--- config.mk ---
export PLATFORM = sky130hd
export DESIGN_NAME = id_exe_stage_reg
export DESIGN_NICKNAME = d
export VERILOG_FILES = /design/src/rtl/id_exe_stage_reg.sv
export SDC_FILE = /design/constraint.sdc
export NUM_CORES = 1
export LEC_CHECK = 0
export CORE_AREA = 4 4 91 178
export CTS_CLUSTER_SIZE = 25
export DETAILED_ROUTE_END_ITERATION = 8
export DIE_AREA = 0 0 95 182
export PLACE_DENSITY = 0.85
export SYNTH_ARGS = -nofsm -noshare
export SYNTH_HDL_FRONTEND = slang
export SYNTH_SLANG_ARGS = --single-unit
export TNS_END_PERCENT = 100
--- constraint.sdc ---
create_clock -name clk -period 1.3 [get_ports clk]
set_clock_uncertainty 0.2 [all_clocks]
set_input_delay 0.26 -clock clk [delete_from_list [all_inputs] [get_ports clk]]
set_output_delay 0.26 -clock clk [all_outputs]
set_load 0.005 [all_outputs]
--- src/rtl/id_exe_stage_reg.sv ---
// ID/EX pipeline register for the five-stage ARM core.
// Captures the decoded control word, operands, immediates and tags; supports flush, freeze and bubbles.
module id_exe_stage_reg #(
  parameter int WIDTH = 32,
  parameter int TAG_W = 4
) (
  input  logic             clk,
  input  logic             rst,
  input  logic             flush,
  input  logic             freeze,
  input  logic             valid_in,
  input  logic             wb_en_in,
  input  logic             mem_r_en_in,
  input  logic             mem_w_en_in,
  input  logic             b_in,
  input  logic             s_in,
  input  logic [3:0]       exe_cmd_in,
  input  logic             imm_in,
  input  logic             carry_in,
  input  logic [WIDTH-1:0] pc_in,
  input  logic [WIDTH-1:0] val_rn_in,
  input  logic [WIDTH-1:0] val_rm_in,
  input  logic [11:0]      shift_operand_in,
  input  logic [23:0]      signed_imm_24_in,
  input  logic [TAG_W-1:0] dest_in,
  input  logic [TAG_W-1:0] src1_in,
  input  logic [TAG_W-1:0] src2_in,
  output logic             valid_out,
  output logic             wb_en_out,
  output logic             mem_r_en_out,
  output logic             mem_w_en_out,
  output logic             b_out,
  output logic             s_out,
  output logic [3:0]       exe_cmd_out,
  output logic             imm_out,
  output logic             carry_out,
  output logic [WIDTH-1:0] pc_out,
  output logic [WIDTH-1:0] val_rn_out,
  output logic [WIDTH-1:0] val_rm_out,
  output logic [11:0]      shift_operand_out,
  output logic [23:0]      signed_imm_24_out,
  output logic [TAG_W-1:0] dest_out,
  output logic [TAG_W-1:0] src1_out,
  output logic [TAG_W-1:0] src2_out
);

  typedef struct packed {
    logic             valid;
    logic             wb_en;
    logic             mem_r_en;
    logic             mem_w_en;
    logic             b;
    logic             s;
    logic [3:0]       exe_cmd;
    logic             imm;
    logic             carry;
    logic [WIDTH-1:0] pc;
    logic [WIDTH-1:0] val_rn;
    logic [WIDTH-1:0] val_rm;
    logic [11:0]      shift_operand;
    logic [23:0]      signed_imm_24;
    logic [TAG_W-1:0] dest;
    logic [TAG_W-1:0] src1;
    logic [TAG_W-1:0] src2;
  } stage_t;

  stage_t stage_q;
  stage_t stage_d;
  logic   live;

  // A simultaneous read+write decode is illegal; treat it like a bubble.
  assign live = valid_in & ~(mem_r_en_in & mem_w_en_in);

  always_comb begin
    stage_d               = '0;
    stage_d.valid         = live;
    stage_d.wb_en         = live & wb_en_in;
    stage_d.mem_r_en      = live & mem_r_en_in;
    stage_d.mem_w_en      = live & mem_w_en_in;
    stage_d.b             = live & b_in;
    stage_d.s             = live & s_in;
    // Branch decodes leave exe_cmd undefined; a mux keeps X out of execute.
    stage_d.exe_cmd       = (live && !b_in) ? exe_cmd_in : 4'b0000;
    stage_d.imm           = imm_in;
    stage_d.carry         = carry_in;
    stage_d.pc            = pc_in;
    stage_d.val_rn        = val_rn_in;
    stage_d.val_rm        = val_rm_in;
    stage_d.shift_operand = shift_operand_in;
    stage_d.signed_imm_24 = signed_imm_24_in;
    stage_d.dest          = dest_in;
    stage_d.src1          = src1_in;
    stage_d.src2          = src2_in;
  end

  // Flush wins over freeze so a stalled instruction can still be squashed.
  always_ff @(posedge clk or negedge rst) begin
    if (!rst)
      stage_q <= '0;
    else if (flush)
      stage_q <= '0;
    else if (!freeze)
      stage_q <= stage_d;
  end

  assign valid_out         = stage_q.valid;
  assign wb_en_out         = stage_q.wb_en;
  assign mem_r_en_out      = stage_q.mem_r_en;
  assign mem_w_en_out      = stage_q.mem_w_en;
  assign b_out             = stage_q.b;
  assign s_out             = stage_q.s;
  assign exe_cmd_out       = stage_q.exe_cmd;
  assign imm_out           = stage_q.imm;
  assign carry_out         = stage_q.carry;
  assign pc_out            = stage_q.pc;
  assign val_rn_out        = stage_q.val_rn;
  assign val_rm_out        = stage_q.val_rm;
  assign shift_operand_out = stage_q.shift_operand;
  assign signed_imm_24_out = stage_q.signed_imm_24;
  assign dest_out          = stage_q.dest;
  assign src1_out          = stage_q.src1;
  assign src2_out          = stage_q.src2;

endmodule

==> impl_metrics.csv <==
group,metric,value,unit
outcome,status,"finished with violations",
outcome,violations,"negative setup slack",
setup_path,cp_top_family,"flip-flops",
drt,drt.antenna.violating_nets,0,
yosys,synth_edf_count,0,
cts,path_clk_slew,0.06,ns
yosys,ys_async_sr_fraction,100,%
sta,whs,0.0697,ns
global_routing,grt_max_degree,53,
pwr,switchingPower,2880,uW
setup_path,start_kind,"flip-flop",
floorplanning,die_height,182,um
drt,detail_route.wl_per_cell,18.9,um
yosys,avgSynthCellArea,12.7,sq um
pwr,p_clk_share,40.0,%
setup_path,cp_cell_sequence,"buf_2",
yosys,yosysMostFrequentCell,"dfrtp_1",
sta,slew_violations,0,
sta,fin_crit_sh,110,%
place,gp_congestion,0.887,
setup_path,critical_path.endpoint_type,"output pin",
layout,layoutNonFillerInstCount,1154,
yosys,synth_commonest_cells,"dfrtp_1, mux2i_1, nor2_1",
pwr,p_comb_share,16.6,%
floorplanning,core_area,14800,sq um
yosys,syn_area,6400,sq um
cts,numClockSinks,156,
sta,tightest_slew,0.592,ns
pwr,p_total,12200,uW
yosys,synth_area_leaders,"dfrtp_1, mux2i_1, nor2_1, buf_8, a32o_1",
pwr,seqPwrFrac,43.3,%
cts,cts_tree,"yes",
global_routing,grt_pass1_vias,6042,
layout,nFillCells,1032,
sta,finalHoldViolCount,0,
sta,fmax,698,MHz
global_routing,antenna_found_initial,1,
hold_path,hold_class,"in2reg",
place,dp_hpwl,16.1,mm
pwr,p_leak,0.00572,uW
sta,setup_violations,156,
yosys,ys_types,17,
cts,htreeDepth,4,
floorplanning,io_pins,316,
yosys,yosys_most_used_dff,"dfrtp_1",
global_routing,grt_usage,25.1,%
floorplanning,die_area,17300,sq um
global_routing,grt_first_pass_wirelength,32.5,mm
place,portBuffers,315,
pwr,swShare,23.7,%
drt,num_vias,5656,
cts,cts_buffers,17,
drt,dr.pass1.iters,5,
layout,multi_input_area,2180,sq um
setup_path,path_class,"reg2out",
setup_path,cp.required,0.84,ns
yosys,synth_top_area_share,61.0,%
setup_path,cp_slowest_cell,"dfrtp_1",
sta,rsz0062_at_grt,"yes",
layout,seq_area,3900,sq um
drt,drc,0,
floorplanning,die_x,95,um
run,maxCapViolations,0,
drt,via_per_inst,4.90,
sta,worst_slack,-0.133,ns
cts,ctsRootBufferMaster,"clkbuf_16",
setup_path,critPathMaxFanout,2,
layout,area_growth_syn_to_layout,64.5,%
layout,layout-drive-gt1-share,34.7,%
yosys,syn_nets,665,
drt,drt_iter0_drc,191,
setup_path,cpPeakStageDelay,0.42,ns
global_routing,overflow,0,
yosys,yosysTopAreaCell,"dfrtp_1",
pwr,ir_drop,0.000899,V
cts,clk_path_buf_depth,2,
yosys,syn-instance-count,505,
yosys,ys_seq_area_share,61.0,%
yosys,ys_ff_latch,156,
sta,slew_headroom,60.4,%
setup_path,path_buf_inv,1,
pwr,powerDensity,1160,nW/um^2
layout,final_nets,1105,
setup_path,critPathArrivalTime,0.97,ns
place,dp.cells,1021,
drt,routed_wl,21.9,mm
sta,timing.final.crit_period,1.43,ns
floorplanning,num_rows,63,
floorplanning,initial_core_util,43.2,%
pwr,internal_power,9280,uW
yosys,yosysWarnings,0,
cts,clock_latency,0.41,ns
[kinds of logic after synthesis]
| kind of cell | share of synthesized area (%) |
|---|---|
| buffers and inverters | 4.99 |
| AO/OA/AOI/OAI | 1.53 |
| flip-flops | 61.0 |
| AND/OR/NAND/NOR | 9.62 |
| multiplexers | 22.8 |
[metrics by stage]
stage	setup TNS, ns	instance area (sq um)	utilization (%)	setup WS (ns)
detailed placement	-11.08	9910	66.8	-0.489
CTS	-16.59	10200	68.8	-0.141
floorplan	0	6400	-	0.0459
global route	-19.34	10500	71.0	-0.181
finish	-13.03	10500	71.0	-0.133
global placement	-5.90	9910	66.8	-0.402
[flip-flops by register name, summed over array words and instances (netlist names)]
signal / cells
exe_cmd_out: 4
mem_r_en_out: 1
src2_out: 4
s_out: 1
signed_imm_24_out: 24
b_out: 1
val_rn_out: 32
imm_out: 1
src1_out: 4
wb_en_out: 1
pc_out: 32
mem_w_en_out: 1
dest_out: 4
carry_out: 1
shift_operand_out: 12
valid_out: 1
val_rm_out: 32
[worst paths after layout]
check                           start                    end  slack, ns  depth (start not counted)
setup / recovery           pc_out[22]             pc_out[22]      -0.13                          1
hold / removal                 freeze           mem_w_en_out       0.07                          3
max in group asynchronous         rst         val_rn_out[21]       0.24                          3
min in group asynchronous         rst  signed_imm_24_out[11]       0.12                          2
setup reg to reg           pc_out[27]             pc_out[27]       0.06                          5
hold reg to reg                 s_out                  s_out       0.31                          1
[final cells by class]
class | count | share of cell area (%)
clock inverter | 11 | 1.12
multi-input combinational | 313 | 20.7
clock buffer | 21 | 4.47
antenna | 1 | 0.0238
timing repair buffer | 457 | 34.3
sequential | 156 | 37.1
tap | 195 | 2.32
[power groups by stage]
stage               clock, uW  sequential [uW]  combinational, uW
finish                   4870             5270               2020
global route             5200             5300               2180
CTS                      4950             5260               1930
detailed placement          0             5360               2020
global placement            0             5340               1960
floorplan                   0             5360                638
[per-layer routing]
layer	part of all wire (%)	GRT usage, %
met1	33	24.3
met4	5.7	15.4
met5	0	0
met3	6.2	7.17
met2	55	45.1
[worst register-to-register path: stages, from the launching register on]
cell     delay [ns]
dfrtp_1        0.38
buf_4          0.13
buf_4          0.12
buf_4          0.12
mux2i_1        0.12
nor2_1         0.05
[cells in the final DEF, fill, tap and decap left out]
cell type / synthesis / final
clkbuf_16: 0 / 17
bufinv_16: 0 / 2
nand2_1: 2 / 2
buf_4: 3 / 132
diode_2: 0 / 1
buf_2: 7 / 148
dfrtp_1: 156 / 156
clkdlybuf4s50_1: 0 / 156
buf_12: 1 / 9
nor2b_2: 0 / 1
clkbuf_1: 9 / 1
nand4bb_1: 2 / 2
a21oi_1: 2 / 2
a22o_1: 1 / 1
clkbuf_8: 0 / 4
a32o_1: 7 / 7
buf_6: 0 / 9
clkinvlp_4: 0 / 5
clkinv_2: 0 / 4
dlygate4sd3_1: 0 / 2
nor2b_1: 6 / 5
nor2_1: 146 / 146
a21oi_2: 1 / 1
mux2i_1: 146 / 146
[timing repair]
| item | CTS | global route |
|---|---|---|
| buffers inserted | 56 | 42 |
| hold buffers | 2 | 0 |
| gates resized for setup | 632 | 2 |
| endpoints found under the setup margin | 164 | 156 |
| pin swaps | 0 | 0 |
| hold endpoints to repair | 157 | 0 |
Note: power is estimated with default switching activity, not from simulation.
